--- src/rtl/axi_dma_pkg.sv ---
// ============================================================================
// Module : axi_dma_pkg
// Brief  : Shared encodings and defaults for the DMA-side stream blocks.
// Rev    : 1.0 - initial release
// ============================================================================
`default_nettype none

package axi_dma_pkg;

  localparam int DEF_DATA_W = 32;
  localparam int DEF_LEN_W  = 16;
  localparam int DEF_CNT_W  = 16;

  localparam logic [DEF_DATA_W/8-1:0] TKEEP_ALL = '1;

  localparam logic [1:0] ST_IDLE_ENC = 2'd0;
  localparam logic [1:0] ST_SEND_ENC = 2'd1;
  localparam logic [1:0] ST_GAP_ENC  = 2'd2;
  localparam logic [1:0] ST_DONE_ENC = 2'd3;

  typedef enum logic [1:0] {
    ST_IDLE = ST_IDLE_ENC,
    ST_SEND = ST_SEND_ENC,
    ST_GAP  = ST_GAP_ENC,
    ST_DONE = ST_DONE_ENC
  } pg_state_t;

endpackage

`default_nettype wire

--- src/rtl/axis_pattern_gen.sv ---
// ============================================================================
// Module : axis_pattern_gen
// Brief  : AXI4-Stream incrementing-counter packet source for DMA S2MM tests.
// Rev    : 1.0 - initial release
// ============================================================================
`default_nettype none

module axis_pattern_gen
  import axi_dma_pkg::*;
#(
  parameter int DATA_W     = DEF_DATA_W,
  parameter int LEN_W      = DEF_LEN_W,
  parameter int CNT_W      = DEF_CNT_W,
  parameter int GAP_CYCLES = 0
) (
  input  logic                i_clk,
  input  logic                i_rst,
  input  logic                i_start,
  input  logic [LEN_W-1:0]    i_pkt_len,
  input  logic [CNT_W-1:0]    i_pkt_num,
  input  logic [DATA_W-1:0]   i_seed,
  output logic                o_busy,
  output logic                o_done,
  output logic [DATA_W-1:0]   m_axis_tdata,
  output logic [DATA_W/8-1:0] m_axis_tkeep,
  output logic                m_axis_tvalid,
  output logic                m_axis_tlast,
  input  logic                m_axis_tready
);

  localparam int KEEP_W = DATA_W / 8;

  pg_state_t          r_state;
  logic [LEN_W-1:0]   r_len;
  logic [CNT_W-1:0]   r_num;
  logic [LEN_W-1:0]   r_beat_cnt;
  logic [CNT_W-1:0]   r_pkt_cnt;
  logic [DATA_W-1:0]  r_data;
  logic [KEEP_W-1:0]  r_keep;
  logic               r_valid;
  logic               r_last;
  logic               r_busy;
  logic               r_done;

  logic [LEN_W-1:0]   w_len_m1;
  logic [CNT_W-1:0]   w_num_m1;
  logic               w_single;
  logic               w_gap_done;

  assign w_len_m1 = r_len - LEN_W'(1);
  assign w_num_m1 = r_num - CNT_W'(1);
  assign w_single = (w_len_m1 == '0);

  generate
    if (GAP_CYCLES > 0) begin : g_gap
      localparam int GAP_W = (GAP_CYCLES > 1) ? $clog2(GAP_CYCLES) : 1;
      logic [GAP_W-1:0] r_gap_cnt;

      always_ff @(posedge i_clk or posedge i_rst) begin
        if (i_rst) begin
          r_gap_cnt <= '0;
        end else if (r_state == ST_GAP) begin
          r_gap_cnt <= r_gap_cnt + GAP_W'(1);
        end else begin
          r_gap_cnt <= '0;
        end
      end

      assign w_gap_done = (r_gap_cnt == GAP_W'(GAP_CYCLES - 1));
    end else begin : g_no_gap
      assign w_gap_done = 1'b1;
    end
  endgenerate

  always_ff @(posedge i_clk or posedge i_rst) begin
    if (i_rst) begin
      r_state    <= ST_IDLE;
      r_len      <= '0;
      r_num      <= '0;
      r_beat_cnt <= '0;
      r_pkt_cnt  <= '0;
      r_data     <= '0;
      r_keep     <= '0;
      r_valid    <= 1'b0;
      r_last     <= 1'b0;
      r_busy     <= 1'b0;
      r_done     <= 1'b0;
    end else begin
      case (r_state)
        ST_IDLE: begin
          if (i_start) begin
            if ((i_pkt_len != '0) && (i_pkt_num != '0)) begin
              r_len      <= i_pkt_len;
              r_num      <= i_pkt_num;
              r_data     <= i_seed;
              r_beat_cnt <= '0;
              r_pkt_cnt  <= '0;
              r_state    <= ST_SEND;
            end else begin
              r_state <= ST_DONE;
            end
          end
        end

        ST_SEND: begin
          // Entry from IDLE spends one cycle with tvalid low before the first beat.
          if (!r_valid) begin
            r_valid <= 1'b1;
            r_keep  <= '1;
            r_busy  <= 1'b1;
            r_last  <= w_single;
          end else if (m_axis_tready) begin
            r_data <= r_data + DATA_W'(1);
            if (r_last) begin
              r_beat_cnt <= '0;
              if (r_pkt_cnt == w_num_m1) begin
                r_valid <= 1'b0;
                r_keep  <= '0;
                r_last  <= 1'b0;
                r_done  <= 1'b1;
                r_state <= ST_DONE;
              end else begin
                r_pkt_cnt <= r_pkt_cnt + CNT_W'(1);
                if (GAP_CYCLES > 0) begin
                  r_valid <= 1'b0;
                  r_keep  <= '0;
                  r_last  <= 1'b0;
                  r_state <= ST_GAP;
                end else begin
                  r_last <= w_single;
                end
              end
            end else begin
              r_beat_cnt <= r_beat_cnt + LEN_W'(1);
              r_last     <= ((r_beat_cnt + LEN_W'(1)) == w_len_m1);
            end
          end
        end

        ST_GAP: begin
          if (w_gap_done) begin
            r_valid <= 1'b1;
            r_keep  <= '1;
            r_last  <= w_single;
            r_state <= ST_SEND;
          end
        end

        ST_DONE: begin
          // Zero-length runs arrive with r_done low and raise busy/done here.
          if (!r_done) begin
            r_done <= 1'b1;
            r_busy <= 1'b1;
          end else begin
            r_done  <= 1'b0;
            r_busy  <= 1'b0;
            r_state <= ST_IDLE;
          end
        end

        default: r_state <= ST_IDLE;
      endcase
    end
  end

  assign o_busy        = r_busy;
  assign o_done        = r_done;
  assign m_axis_tdata  = r_data;
  assign m_axis_tkeep  = r_keep;
  assign m_axis_tvalid = r_valid;
  assign m_axis_tlast  = r_last;

endmodule

`default_nettype wire

--- config.mk ---
export PLATFORM = sky130hd
export DESIGN_NAME = axis_pattern_gen
export DESIGN_NICKNAME = d
export VERILOG_FILES = /design/src/rtl/axi_dma_pkg.sv /design/src/rtl/axis_pattern_gen.sv
export SDC_FILE = /design/constraint.sdc
export NUM_CORES = 1
export LEC_CHECK = 0
export ABC_AREA = 1
export BUFFER_PORTS_ARGS = -buffer_cell sky130_fd_sc_hd__buf_2
export CORE_MARGIN = 1.5
export CORE_UTILIZATION = 60
export CTS_BUF_LIST = sky130_fd_sc_hd__clkbuf_8
export CTS_CLUSTER_DIAMETER = 150
export CTS_CLUSTER_SIZE = 40
export DETAILED_ROUTE_END_ITERATION = 7
export GPL_TIMING_DRIVEN = 1
export HOLD_SLACK_MARGIN = 0.05
export MAX_ROUTING_LAYER = met4
export PLACE_DENSITY = 0.81
export SYNTH_ARGS = -nofsm -noshare
export SYNTH_HDL_FRONTEND = slang
export SYNTH_SLANG_ARGS = --single-unit
--- constraint.sdc ---
create_clock -name i_clk -period 3.6 [get_ports i_clk]
set_input_delay 0.54 -clock i_clk [delete_from_list [all_inputs] [get_ports i_clk]]
set_output_delay 0.54 -clock i_clk [all_outputs]
set_load 0.01 [all_outputs]
==> impl_metrics.tcl <==
set metrics [dict create \
    dp_hpwl_um 14760 \
    ys_seq_area_share_pct 34.89 \
    post-cts-setup-buffers 0 \
    fillers 1065 \
    drt_wl_total_um 19450 \
    grt_util_all_layers_pct 32.67 \
    grt_setup_unrepaired "no" \
    placed_cells 1342 \
    syn-cell-area_sq_um 7388 \
    drt-initial-drc-count 540 \
    area_growth_pct 11.02 \
    finalSetupViolations 0 \
    end_kind "register" \
    rows 40 \
    fin_setup_tns_ns 0 \
    start_util_pct 61.51 \
    synth_cells 1113 \
    die_h_um 114.0 \
    fin_skew_ns 0.008714 \
    slew_violations 0 \
    hold_path_class "in2async" \
    chipWidth_um 114.0 \
    power_density_nw_per_um2 712.9 \
    io_pins 108 \
    cts_root_buf "clkbuf_8" \
    drive_above_1_share_pct 14.20 \
    cts.sinks 103 \
    nets 1286 \
    crit_fanout 53 \
    fin_crit_ns 2.733 \
    clock_latency_ns 0.40 \
    peakVddDrop_mv 0.4168 \
    holdWs_ns 0.2546 \
    core_area_sq_um 12010 \
    netlist.area_leader.share_pct 34.89 \
    ys_seq_elements 103 \
    synth.distinct_cells 37 \
    grt-ovfl-total 0 \
    io_buffers 107 \
    final_util_pct 68.29 \
    r2r_end "m_axis_tdata[29]$_DFFE_PP0P_" \
    wire_per_inst_um 14.32 \
    fin_crit_sh_pct 75.91 \
    tritoncts "yes" \
    worst_pin_slew_ns 0.8615 \
    dieArea_sq_um 12990 \
    r2r.worst_path.cells 10 \
    num_vias 7472 \
    r2r_slack_ns 0.87 \
    p_int_w 0.002945 \
    gp_congestion 0.9715 \
    grt_pass1_vias 7041 \
    worst_setup_path_start_kind "register" \
    path_clk_slew_ns 0.10 \
    yosysWarnings 0 \
    antenna_cells 0 \
    worst-setup-path-type "reg2reg" \
    timing.fmax_mhz 365.9 \
    cts.repair.resized 0 \
    cp_data_arrival_time_ns 3.06 \
    fin_area_sq_um 8203 \
    status "complete, no violations" \
    cts_hold_buf 0 \
    max_cap_violations 0 \
    dpl_cell_area_sq_um 8013 \
    rr_startpoint "r_state[1]$_DFFE_PP0P_" \
    critPathRequiredTime_ns 3.93 \
    antenna_found_initial 0 \
    clock_power_share_pct 12.7 \
    yosys.area.top_type "dfrtp_1" \
    seqPwrFrac_pct 35.7 \
    synth.area.top_cells "dfrtp_1, nand2_1, nor2_1" \
    h-tree-depth 3 \
    viasPerCell 5.502 \
    grt_pass1_wl_um 32630 \
    slew_headroom_pct 42.35 \
    route.detailed.drc 0 \
    ant_nets 0 \
    detail_route.first_pass.iterations 7 \
    clockBufferDepth 2 \
    cts_inserted_buffers 9 \
    hold_viol_final 0 \
    leakagePower_nw 3.972 \
    synth.avg_cell_area_sq_um 6.638 \
    grt_max_degree 54 \
    syn_nets 1193 \
    p_switching_w 0.002903 \
    final_cells 1358 \
    swShare_pct 49.64 \
    pwr-share-comb_pct 51.7 \
]
## sequential cells by signal (all words and copies together) (netlist names)
register / count
o_busy: 1
m_axis_tdata: 32
r_len: 16
r_pkt_cnt: 16
m_axis_tvalid: 1
m_axis_tkeep: 1
r_num: 16
o_done: 1
r_state: 2
m_axis_tlast: 1
r_beat_cnt: 16
## kinds of logic (layout without fill, tap and decap cells)
group,Yosys count,count (layout),share of synthesized area [%]
DFF,103,103,34.89
buffers and inverters,147,245,8.230
and+or+nand+nor,655,655,37.38
AOI/OAI and AO/OA,146,146,11.35
muxes,6,6,0.9144
adders and majority gates,12,12,2.032
xor gates and xnor gates,44,44,5.216
## layout make-up
type / instances / area, sq um / share of cell area, %
sequential: 103 / 2577 / 31.42
multi-input combinational: 863 / 4213 / 51.36
clock buffer: 10 / 137.6 / 1.678
inverter: 114 / 430.4 / 5.247
clock inverter: 6 / 52.55 / 0.6406
tap: 147 / 183.9 / 2.242
timing repair buffer: 115 / 608.1 / 7.413
## synth_stat cells (all sizes together)
master / number
o211ai: 1
nor4: 17
a22oi: 1
nand3: 75
nor3: 19
xnor2: 4
inv: 113
or2: 7
nand4: 21
mux2: 6
a21oi: 32
xor2: 40
dlygate4sd3: 1
o22ai: 20
clkbuf: 14
a32oi: 4
dfrtp: 103
o31ai: 1
nand2: 345
nor2: 165
o21ai: 86
o221ai: 1
clkinv: 1
ha: 12
nand3b: 6
buf: 18
## critical path: stages (launching register included)
cell and delay [ns]:
dfrtp_1 0.42, inv_1 0.10, ha_2 0.36, inv_1 0.29, nor2_1 0.08, nor2_1 0.16
nand2_1 0.11, nor2_4 0.29, buf_4 0.48, o21ai_0 0.20, o22ai_1 0.14
## routing by layer
metal  track usage, %  part of all wire [%]  vias to the layer above
li1                 -                     -                     3784
met1            41.39                    44                     3434
met2            51.97                    47                      217
met3            6.642                   5.6                       37
met4            12.25                   2.6                        0
met5                -                     0                        -
## cells in the final DEF, fill, tap and decap left out, drive strengths merged
cell type and n:
bufinv 1, or2 7, dfrtp 103, o31ai 1, o221ai 1, mux2 6, o22ai 20, ha 12
xnor2 4, nand3 75, a21oi 32, nand2 345, o211ai 1, o21ai 86, buf 115, nand4 21
nor2 165, inv 115, xor2 40, a32oi 4, clkinv 4, a22oi 1, nor4 17, nand3b 6
nor3 19, clkbuf 10
## through the flow
stage          total power [W]  setup slack [ns]
6_report              0.005848            0.8671
5_1_grt               0.006381            0.5772
4_1_cts               0.005842            0.8700
3_5_place_dp          0.005088            0.9003
3_3_place_gp          0.005007            0.9825
2_1_floorplan         0.004267            0.3562
## power groups by stage
stage                     Combinational [W]  Sequential (W)  Clock (W)
after floorplan                     0.00222         0.00205          0
after global placement              0.00292         0.00209          0
after detailed placement            0.00300         0.00209          0
after CTS                           0.00302         0.00207   0.000752
after global routing                0.00343         0.00215   0.000796
final                               0.00302         0.00209   0.000741
## worst max path at each step
stage                                 from                            to  slack, ns  cells after the start
floorplan                            i_rst   m_axis_tdata[0]$_DFFE_PP0P_       0.36                      1
detailed placement  r_state[1]$_DFFE_PP0P_  m_axis_tdata[17]$_DFFE_PP0P_       0.90                     10
global route          r_num[0]$_DFFE_PP0P_     r_pkt_cnt[10]$_DFFE_PP0P_       0.58                     13
global placement      r_num[0]$_DFFE_PP0P_     r_pkt_cnt[10]$_DFFE_PP0P_       0.98                     13
CTS                 r_state[1]$_DFFE_PP0P_  m_axis_tdata[17]$_DFFE_PP0P_       0.87                     10
finish              r_state[1]$_DFFE_PP0P_  m_axis_tdata[29]$_DFFE_PP0P_       0.87                     10
No activity file was read; power rests on OpenSTA's default activity.
